### src/rtl/instruction_fetch_unit.sv
`default_nettype none
// ============================================================================
//  Module   : instruction_fetch_unit
//  Purpose  : LEGv8 single-cycle front end. Holds the PC, fetches 32-bit
//             instructions over a req/ack handshake, presents the instruction
//             and its 11-bit opcode to decode, and selects the next PC from
//             Branch/Uncondbranch/Zero.
//  Options  : FETCH_STALL_COUNT_EN - adds a saturating 32-bit StallCount
//             output counting FETCH cycles without IMemAck.
//  Revision : 1.0 - initial release
// ============================================================================
module instruction_fetch_unit #(
    parameter int ADDR_W  = 64,
    parameter int PC_STEP = 4
) (
    input  logic              CLK,
    input  logic              Reset_L,
    input  logic [ADDR_W-1:0] StartPC,
    output logic              IMemReq,
    output logic [ADDR_W-1:0] IMemAddr,
    input  logic              IMemAck,
    input  logic [31:0]       IMemData,
    output logic [31:0]       Instruction,
    output logic [10:0]       Opcode,
    output logic              InstValid,
    input  logic              InstAccept,
    input  logic              Branch,
    input  logic              Uncondbranch,
    input  logic              Zero,
    input  logic [ADDR_W-1:0] BranchOffset,
    output logic [ADDR_W-1:0] CurrentPC
`ifdef FETCH_STALL_COUNT_EN
    ,
    output logic [31:0]       StallCount
`endif
);

    typedef enum logic [1:0] {
        ST_IDLE  = 2'd0,
        ST_FETCH = 2'd1,
        ST_EXEC  = 2'd2
    } state_t;

    state_t            state;
    logic [ADDR_W-1:0] branch_disp;
    logic [ADDR_W-1:0] seq_pc;
    logic [ADDR_W-1:0] target_pc;
    logic [ADDR_W-1:0] next_pc;
    logic              taken;

    // The fetch address is by definition the PC of the instruction in flight.
    assign IMemAddr = CurrentPC;

    // Opcode is a pure slice, so it follows Instruction through reset.
    assign Opcode = Instruction[31:21];

    // Next-PC datapath; only consumed in the EXEC accept cycle. The word
    // offset is shifted to bytes in ADDR_W bits, dropping its top two bits,
    // and all additions wrap modulo 2^ADDR_W.
    always_comb begin
        branch_disp = BranchOffset << 2;
        seq_pc      = CurrentPC + ADDR_W'(PC_STEP);
        target_pc   = CurrentPC + branch_disp;
        taken       = Uncondbranch | (Branch & Zero);
        next_pc     = taken ? target_pc : seq_pc;
    end

    // Fetch/execute sequencer with registered handshake outputs.
    always_ff @(posedge CLK or negedge Reset_L) begin
        if (!Reset_L) begin
            state       <= ST_IDLE;
            CurrentPC   <= '0;
            IMemReq     <= 1'b0;
            Instruction <= '0;
            InstValid   <= 1'b0;
        end else begin
            case (state)
                // One cycle after reset release: load the start address and
                // raise the request so it is visible on the next cycle.
                ST_IDLE: begin
                    CurrentPC <= StartPC;
                    IMemReq   <= 1'b1;
                    state     <= ST_FETCH;
                end
                // Wait indefinitely for memory; InstAccept is ignored here.
                ST_FETCH: begin
                    if (IMemAck) begin
                        Instruction <= IMemData;
                        InstValid   <= 1'b1;
                        IMemReq     <= 1'b0;
                        state       <= ST_EXEC;
                    end
                end
                // Hold the instruction stable until the datapath retires it;
                // IMemAck is ignored here.
                ST_EXEC: begin
                    if (InstAccept) begin
                        InstValid <= 1'b0;
                        IMemReq   <= 1'b1;
                        CurrentPC <= next_pc;
                        state     <= ST_FETCH;
                    end
                end
                default: begin
                    IMemReq   <= 1'b0;
                    InstValid <= 1'b0;
                    state     <= ST_IDLE;
                end
            endcase
        end
    end

`ifdef FETCH_STALL_COUNT_EN
    // Count FETCH cycles spent waiting on memory, saturating at all-ones.
    always_ff @(posedge CLK or negedge Reset_L) begin
        if (!Reset_L) begin
            StallCount <= '0;
        end else if ((state == ST_FETCH) && !IMemAck && (StallCount != 32'hFFFF_FFFF)) begin
            StallCount <= StallCount + 32'd1;
        end
    end
`endif

endmodule
`default_nettype wire

### config.mk
export PLATFORM = sky130hd
export DESIGN_NAME = instruction_fetch_unit
export DESIGN_NICKNAME = d
export VERILOG_FILES = /design/src/rtl/instruction_fetch_unit.sv
export SDC_FILE = /design/constraint.sdc
export NUM_CORES = 1
export LEC_CHECK = 0
export CAP_MARGIN = 20
export CELL_PAD_IN_SITES_DETAIL_PLACEMENT = 1
export CELL_PAD_IN_SITES_GLOBAL_PLACEMENT = 2
export CORE_MARGIN = 2
export CORE_UTILIZATION = 25
export DETAILED_ROUTE_END_ITERATION = 10
export GPL_TIMING_DRIVEN = 1
export PLACE_DENSITY_LB_ADDON = 0.08
export SYNTH_ARGS = -nofsm -noshare
export SYNTH_HDL_FRONTEND = slang
export SYNTH_SLANG_ARGS = --single-unit
### constraint.sdc
create_clock -name CLK -period 4.65 [get_ports CLK]
set_input_delay 0.465 -clock CLK [delete_from_list [all_inputs] [get_ports CLK]]
set_output_delay 0.465 -clock CLK [all_outputs]
set_load 0.05 [all_outputs]
Word level (Yosys, flattened, before mapping)
Index checks and enable logic that the tools add are counted.
- register bits: 100
- latch bits: 0
- RAM bits: 0
- ROM bits: 0
- output and inout port bits: 173
- logic and storage cells: 32
- memories kept: 0
- $add $sub $neg: 2
- multiply operators: 0
- div/mod/pow operators: 0
- $lt $le $gt $ge: 0
- equality and inequality tests: 4
- shift-type cells: 0
- multiplexer cells: 12
- bitwise gates (word level): 3
- reductions and logical operators: 6
- operator list (operator ; number):
    2-to-1 mux 64 bit ; 2
    one-hot mux 64 bit (2 select lines) ; 1
    adder 64 x 3 -> 64 bit, second input constant ; 1
    adder 64 bit ; 1
    one-hot mux 1 bit (3 select lines) ; 2
    one-hot mux 2 bit (3 select lines) ; 1
    AND reduction 2 bit ; 3
    2-to-1 mux 1 bit ; 4
    2-to-1 mux 2 bit ; 2
    != test 2 bit, second input constant ; 2
    AND reduction 3 bit ; 1
    equality test 2 x 1 -> 1 bit, second input constant ; 1
    equality test 2 bit, second input constant ; 1
    zero test 2 bit ; 1
    nonzero test 2 bit ; 1
    AND 1 bit ; 1
    inverter 1 bit ; 1
    OR 1 bit ; 1

Longest topological paths before layout
Gate-level depths: netlist of run 1.
- depth in word-level cells: 5
- depth in mapped cells: 15

Worst setup path before layout of run 1
OpenSTA, ideal clock, no wires.
- path type: input port to flip-flop
- start point: input port Branch
- end point: register CurrentPC[40]
- library setup time: 128 ps
- arrival time: 3955 ps
- data required time: 4522 ps
- setup slack: 567 ps
- cell stages on the path: 15
- buffers on the path: 1
- cells stage by stage: a21oi_1 clkbuf_1 or2_2 ha_1 fa_1 a21o_1 a221oi_2 nor4_1 or3_1 a221o_1 a211oi_4 o21bai_1 a31oi_1 mux2i_1 nand3_1
- word-level cells in the longest chain between the ends: 5
- ends and longest elaborated chain (item ; RTL line ; source):
    start: declaration ; 27 ; input logic Branch,
    AND 1 bit ; 64 ; taken = Uncondbranch | (Branch & Zero);
    OR 1 bit ; 64 ;
    2-to-1 mux 64 bit ; 65 ; next_pc = taken ? target_pc : seq_pc;
    2-to-1 mux 64 bit ; 97 ; if (InstAccept) begin
    one-hot mux 64 bit (2 select lines) ; 77 ; case (state)
    end signal: assignment ; 81 ; CurrentPC <= StartPC;
    end signal: assignment ; 100 ; CurrentPC <= next_pc;
    end: declaration ; 31 ; output logic [ADDR_W-1:0] CurrentPC
No other way between the ends. The select of a mux whose other input is x is not followed.
A chain may end at the register's enable or synchronous reset.

Worst setup path in the final report of run 1
- start point: input port Zero
- end point: register CurrentPC[36]
- word-level cells in the longest chain between the ends: 5
- ends and longest elaborated chain (item ; RTL line ; source):
    start: declaration ; 29 ; input logic Zero,
    AND 1 bit ; 64 ;
    OR 1 bit ; 64 ;
    2-to-1 mux 64 bit ; 65 ;
    2-to-1 mux 64 bit ; 97 ;
    one-hot mux 64 bit (2 select lines) ; 77 ;
No other way between the ends. The select of a mux whose other input is x is not followed.

==> results by group, run 1 <==
Yosys
  – Number of flops mapped to enable cells by yosys: 0
  – Syn Nets: between 1000 and 1500
  – Async SR Flop Fraction: 100.0%
  – Yosys cell types: 64
  – Mapped Cells: about 1100
  – Top_reg_cell synth: dfrtp_1
  – Sequential share of the synthesized area: 28.15%
  – Netlist Area Pre-Place: 0.008800 mm2
  – Syn. warnings: 0
  – Mean post-synth cell area: 8.007 um2
  – Register bit total from synthesis: 99

Setup path
  – Setup Crit Path Kind: in2reg
  – CP startpoint kind: primary input
  – Reg-to-Reg Start: CurrentPC[2]
  – Flop2flop setup slack: just over 0.9 ns
  – R2R Path End: CurrentPC[36]
  – Endpoint class of the critical path: flip-flop
  – WP data arrival: 4.52 ns
  – Reg2reg path depth: 13
  – Critical Path End: CurrentPC[36]
  – Required time worst endpoint: 4.91 ns
  – Crit Path Max Fanout: 6
  – Worst setup path start: Zero

Detailed routing
  – Total wire length: around 36000 um
  – Residual DRC: 0
  – Vias/cell: between 4 and 5
  – Antenna Nets Post-Route: 0
  – TritonRoute pass-1 iters: 4
  – Starting DRT DRC Count: ~280
  – Vias: ~9000
  – Wire per inst: ~19 um

Global routing
  – Initial antenna violation count: 0
  – First-pass GRT wire length: approximately 56000 um
  – Largest net degree at the start of global routing: 65
  – Vias in the first global route: between 9000 and 10000
  – GRT Total Usage: around a fifth
  – Total gr overflow: 0

Timing
  – Final Max Tran Viols: 0
  – Clk_skew: ~0.011 ns
  – Minimum clock period: approximately 4.3 ns
  – Slew Limit Headroom: 39.16%
  – Fin crit share: between 90% and 100%
  – Final Hold Viols: 0
  – Worst-margin pin slew: ~0.91 ns
  – RSZ-0062 raised after global routing: no
  – Peak Freq: roughly 230 MHz
  – Final setup fails: 0

Placement
  – IO Port Bufs: between 300 and 400
  – Post-detail-place hpwl: 28710 um
  – GPL Wtd Cong: around 0.86
  – Cells after DPL: about 1900

Min path
  – Hold crit path type: in2async

Pwr
  – Pwr Total: 0.01125 W
  – Combinational Power Share: 76.5%
  – Sw Ratio: between 50 and 60%
  – Sequential Power Share: 16.0%
  – NetSw: between 0.006 and 0.007 W
  – Pwr per Cell Area: about 840 mW/mm2
  – Clock power frac: 7.5%
  – Pleak: around 6 nW
  – Max IR drop VDD: 0.4250 mV
  – Power Internal: between 0.004 and 0.005 W

Floorplan
  – Die area: 0.03672 mm2
  – Initial Utilization: between 20% and 30%
  – Die Span Y: between 150 and 200 um
  – Site Rows: 68
  – I/O pin cnt: 340
  – Chip width: ~190 um
  – Core area: between 0.03 and 0.04 mm2

CTS
  – Post_cts resized: 0
  – CTS Buffer Depth: 2
  – Clk Tree Root Cell: clkbuf_16
  – H-tree depth: 3
  – CTS Sinks: a little under 100
  – Post-CTS setup buffer count: 0
  – Worst skew pair latency: approximately 0.38 ns
  – Clock tree from TritonCTS: yes
  – Clk slew on worst S/H paths: around 0.080 ns
  – # hold bufs at CTS: 0
  – TritonCTS Buffers: 9

Finish
  – # diodes: 0
  – Fill cell count: approximately 4200
  – Nets: ~1700
  – Syn-to-layout area delta: 52.00%
  – Fin cells: between 1500 and 2000
  – Most frequent cells in the layout: clkdlybuf4s50_1, buf_4, a21oi_1, nand2_1, dfrtp_1
  – Share of layout cells above drive strength 1: 14.71%
  – Commonest non-fill, non-tap cell in the layout: clkdlybuf4s50_1

Job
  – Max-cap viol count: 0

Outcome
  – Outcome: completed
-- cell type report --
type | instances | area [um2] | area share [%]
multi-input combinational | 839 | 5479 | 40.96
timing repair buffer | 481 | 4464 | 33.38
sequential | 99 | 2477 | 18.52
tap | 455 | 569.3 | 4.256
clock buffer | 10 | 239.0 | 1.787
inverter | 20 | 75.07 | 0.5613
clock inverter | 6 | 71.32 | 0.5332
-- routing by layer --
metal | wire length [um] | global-route usage [%] | vias up | part of all wire, %
met5 | 0 | 0 | - | 0
met4 | 352 | 4.290 | 0 | 0.98
met3 | 1727 | 2.686 | 16 | 4.8
met2 | 17000 | 33.62 | 248 | 47
met1 | 17020 | 26.35 | 4403 | 47
li1 | - | - | 4529 | -
-- kinds of logic after synthesis --
| group | Yosys count | synth area share [%] |
|---|---|---|
| xor gates and xnor gates | 52 | 5.176 |
| DFF | 99 | 28.15 |
| and+or+nand+nor | 353 | 19.52 |
| buffers and inverters | 161 | 10.10 |
| muxes | 38 | 4.806 |
| AOI/OAI and AO/OA | 334 | 23.35 |
| adders and majority gates | 62 | 8.901 |
-- cell usage after synthesis (2+ instances only) --
cell type | number | area, um2
o22ai_1 | 2 | 12.51
ha_1 | 61 | 763.2
a21o_1 | 42 | 315.3
a221o_1 | 2 | 20.02
nor2_1 | 80 | 300.3
buf_1 | 4 | 15.01
mux2i_1 | 4 | 40.04
nand4_1 | 26 | 162.7
dfrtp_1 | 99 | 2477
or2_2 | 5 | 31.28
or3_1 | 3 | 18.77
xor2_1 | 27 | 236.5
o21bai_1 | 15 | 112.6
a31oi_1 | 23 | 143.9
inv_1 | 20 | 75.07
nor3_1 | 16 | 80.08
o21ai_0 | 69 | 345.3
o31ai_1 | 9 | 67.56
nand2b_1 | 3 | 18.77
nor4_1 | 3 | 18.77
mux2_2 | 34 | 382.9
nand3_1 | 20 | 100.1
buf_4 | 75 | 563.0
clkbuf_1 | 60 | 225.2
buf_2 | 2 | 10.01
a221oi_1 | 3 | 26.28
o32ai_1 | 3 | 26.28
and4_1 | 2 | 17.52
a21oi_1 | 131 | 655.6
and2_1 | 2 | 12.51
o211ai_1 | 5 | 37.54
and3_1 | 20 | 125.1
nand2_1 | 106 | 397.9
o21a_1 | 8 | 60.06
a211oi_1 | 2 | 15.01
nor2b_1 | 61 | 381.6
xnor2_1 | 25 | 219.0
-- through the flow --
stage / utilization (%) / instance area (um2) / setup TNS (ns) / hold WS, ns / setup WS [ns]
after floorplan: - / 8800 / 0 / 0.1694 / 0.5669
after global placement: 37.70 / 13050 / -0.09536 / 0.4863 / -0.06632
after detailed placement: 37.70 / 13050 / -0.2597 / 0.4950 / -0.1221
after CTS: 38.59 / 13360 / 0 / 0.2292 / 0.2653
after global routing: 38.63 / 13380 / 0 / 0.2790 / 0.003893
final: 38.63 / 13380 / 0 / 0.2068 / 0.3838
-- flip-flops by register name, indices dropped and copies added, names as in the netlist --
| register | flops |
|---|---|
| CurrentPC | 64 |
| Instruction | 32 |
| state | 2 |
| InstValid | 1 |
-- how the worst min path moves through the flow --
stage / start / to / slack [ns]
after global placement: InstValid / InstValid / 0.49
final: Reset_L / Instruction[0] / 0.21
after global routing: Reset_L / Instruction[8] / 0.28
after detailed placement: Instruction[20] / Instruction[20] / 0.50
after floorplan: Reset_L / CurrentPC[0] / 0.17
after CTS: Reset_L / Instruction[0] / 0.23
-- power groups by stage --
stage / combinational, W / sequential (W) / clock (W)
finish: 0.00861 / 0.00180 / 0.000847
global route: 0.00922 / 0.00188 / 0.000915
CTS: 0.00868 / 0.00182 / 0.000883
detailed placement: 0.00865 / 0.00184 / 0
global placement: 0.00861 / 0.00181 / 0
floorplan: 0.00441 / 0.00313 / 0
-- worst max-delay path, cell delays in order --
cell	delay, ns
clkdlybuf4s50_1	0.54
a21oi_4	0.12
or2_2	0.29
ha_1	0.22
fa_1	0.41
a21o_1	0.22
a221oi_2	0.28
nor4_1	0.12
or3_1	0.40
a221o_1	0.38
a211oi_4	0.20
buf_4	0.18
o21bai_1	0.11
a21oi_1	0.19
mux2i_1	0.29
nand3_1	0.11
(Power assumes the default switching activity.)
==> run 2, diff against run 1 <==
Settings changed: CORE_UTILIZATION 25 to 27, MAX_ROUTING_LAYER set to met4.
Clock period 4.65 ns to 5.15 ns, I/O delays scaled along.
==> run 2 against run 1 <==
  * Sequential power decreased by 9%
  * Count of clock-buffer cells in the layout unchanged
  * Critical endpoint is now CurrentPC[63]
  * Worst hold slack improved by 0.072 ns
  * Routed wire length decreased by 4.4%
  * Total power decreased by 15%
  * Clock power decreased by 21%
  * Design area decreased by 6.2%
  * Via count decreased by 4.2%
  * Global-route usage increased by 1.2 points
  * Largest power group unchanged
  * Largest cell class unchanged
  * Clock skew about the same
  * Core utilization increased by 0.21 points
  * Final cell count decreased by 6.0%
==> results by group, run 2 (synthesis results as in run 1) <==
Finish
  – Share of layout cells above drive strength 1: approximately 7.9%
  – Nets: 1577
  – Most frequent cells in the layout: clkdlybuf4s50_1, a21oi_1, nand2_1, dfrtp_1, nor2_1
  – Commonest non-fill, non-tap cell in the layout: clkdlybuf4s50_1
  – Largest regs: CurrentPC: 64 flops, Instruction: 32 flops, state: 2 flops
  – Fill cell count: 3807
  – Largest register FFs: between 60 and 70
  – Syn-to-layout area delta: 42.51%
  – Biggest register: CurrentPC

Setup path
  – Stages on worst setup path: 17
  – Crit path buffers/inverters: 4
  – CP startpoint kind: primary input
  – CP max-delay cell: o31ai_1
  – Cell family contributing the most delay on the critical path: compound AO/OA/AOI/OAI gates
  – Endpoint class of the critical path: flip-flop
  – Setup Crit Path Kind: in2reg
  – Flop2flop setup slack: between 1 and 1.5 ns
  – Required time worst endpoint: between 5 and 6 ns
  – Critical Path End: CurrentPC[63]
  – WP data arrival: about 4.9 ns
  – Worst path max stage delay: around 0.72 ns
  – Crit-path cells: clkdlybuf4s50_1 -> a21oi_4 -> buf_4 -> nor2b_1 -> ha_1 -> and3_1 -> and2_1 -> a221oi_1 -> o32ai_1 -> buf_4 -> o31ai_1 -> o31ai_1 -> buf_4 -> nor4b_1 -> and4bb_1 -> mux2i_1 -> nand3_1
  – R2R Path End: CurrentPC[56]
  – Reg2reg path depth: 12
  – Worst setup path start: Branch
  – Crit-path most repeated cell: buf_4
  – Reg-to-Reg Start: CurrentPC[2]
  – Crit Path Max Fanout: 14

Timing
  – RSZ-0062 raised after global routing: no
  – Final Max Tran Viols: 0
  – Final setup fails: 0
  – Minimum clock period: 4.672 ns
  – Fin crit share: 90.73%
  – Slew Limit Headroom: a little over a third
  – Final Hold Viols: 0
  – Setup TNS: 0 ns
  – Worst-margin pin slew: slightly below 1 ns
  – Clk_skew: approximately 0.011 ns
  – Peak Freq: roughly 210 MHz

CTS
  – H-tree depth: 3
  – TritonCTS Buffers: 9
  – Post_cts resized: 0
  – Post-CTS setup buffer count: 0
  – Clk slew on worst S/H paths: about 0.070 ns
  – Clk Tree Root Cell: clkbuf_16
  – CTS Buffer Depth: 2
  – Clock tree from TritonCTS: yes
  – Worst skew pair latency: between 0.3 and 0.4 ns
  – CTS Sinks: 99
  – # hold bufs at CTS: 0

Detailed routing
  – Residual DRC: 0
  – Wire per inst: 19.23 um
  – Total wire length: between 30000 and 40000 um
  – Vias/cell: around 4.9
  – Vias: approximately 8800
  – Antenna Nets Post-Route: 0
  – Starting DRT DRC Count: roughly 350
  – TritonRoute pass-1 iters: 5

Floorplan
  – Die area: roughly 0.034 mm2
  – Chip width: approximately 180 um
  – Die Span Y: roughly 180 um
  – I/O pin cnt: 340
  – Core area: ~0.032 mm2
  – Initial Utilization: between 20 and 30%
  – Site Rows: 66

Placement
  – IO Port Bufs: about 340
  – GPL Wtd Cong: approximately 0.86
  – Post-detail-place hpwl: around 27000 um

Job
  – Max-cap viol count: 0

Pwr
  – Max IR drop VDD: between 0.3 and 0.4 mV
  – Clock power frac: 7.0%
  – NetSw: roughly 0.0055 W
  – Sequential Power Share: between 15 and 20%
  – Power Internal: 0.004074 W
  – Combinational Power Share: 76.0%
  – Sw Ratio: between 50% and 60%
  – Pleak: roughly 5.3 nW
  – Pwr per Cell Area: between 700 and 800 mW/mm2
  – Pwr Total: between 0.009 and 0.01 W

Global routing
  – Total gr overflow: 0
  – Largest net degree at the start of global routing: 95
  – Initial antenna violation count: 1
  – First-pass GRT wire length: 53630 um
  – GRT Total Usage: around a fifth
  – Vias in the first global route: between 9000 and 10000

Outcome
  – Outcome: completed

Min path
  – Hold crit path type: in2async
[run 2: changes by cell type in the layout (fill, tap and decap cells not counted), sizes merged]
cell and delta:
buf -102, bufinv -1, clkinvlp -1, diode +2
[run 2: cell type report]
cell class	count	area [um2]	share of cell area, %
Multi-Input combinational cell	839	5468	43.60
Timing Repair Buffer	379	3706	29.55
Clock inverter	4	27.53	0.2195
Inverter	20	75.07	0.5986
Clock buffer	10	229.0	1.826
Tap cell	442	553.0	4.410
Sequential cell	99	2477	19.75
Antenna cell	2	5.005	0.03991
[run 2: worst reg2reg max path: cells and delay by family, from the launching register on]
kind	cells	cell delay [ns]
adder cells (fa/ha/maj)	2	0.69
flip-flops	1	0.44
AO/OA/AOI/OAI	7	1.93
AND/OR/NAND/NOR	2	0.54
XOR/XNOR	1	0.18
[run 2: worst min-delay path by stage]
stage	startpoint	end	cells after the start
2_1_floorplan	Reset_L	CurrentPC[0]	0
3_3_place_gp	InstValid	InstValid	2
3_5_place_dp	Instruction[16]	Instruction[16]	1
4_1_cts	Reset_L	CurrentPC[0]	1
5_1_grt	Reset_L	CurrentPC[0]	1
6_report	Reset_L	CurrentPC[0]	1
[run 2: power groups by stage]
stage          sequential [W]  combinational [W]  clock (W)
2_1_floorplan         0.00283            0.00398          0
3_3_place_gp          0.00165            0.00730          0
3_5_place_dp          0.00166            0.00733          0
4_1_cts               0.00165            0.00736   0.000700
5_1_grt               0.00170            0.00784   0.000726
6_report              0.00163            0.00730   0.000673
[run 2: layer usage]
metal | track usage (%) | vias to the layer above | wire, um
met1 | 26.97 | 4215 | 16230
met4 | 5.824 | 0 | 603
met5 | - | - | 0
li1 | - | 4319 | -
met3 | 3.082 | 30 | 1706
met2 | 34.06 | 248 | 15970
[run 2: stage by stage]
stage                     cell area, um2  std cells  util, %  setup WS (ns)  hold slack, ns
final                              12540       1795    38.84         0.4776          0.2789
after detailed placement           12250       1778    37.94         0.1356          0.4949
after global placement             12250       1778    37.94         0.1929          0.4861
after floorplan                     8800       1099        -          1.017          0.2194
after global routing               12540       1794    38.83         0.1369          0.3747
after CTS                          12510       1792    38.74         0.5099          0.3339
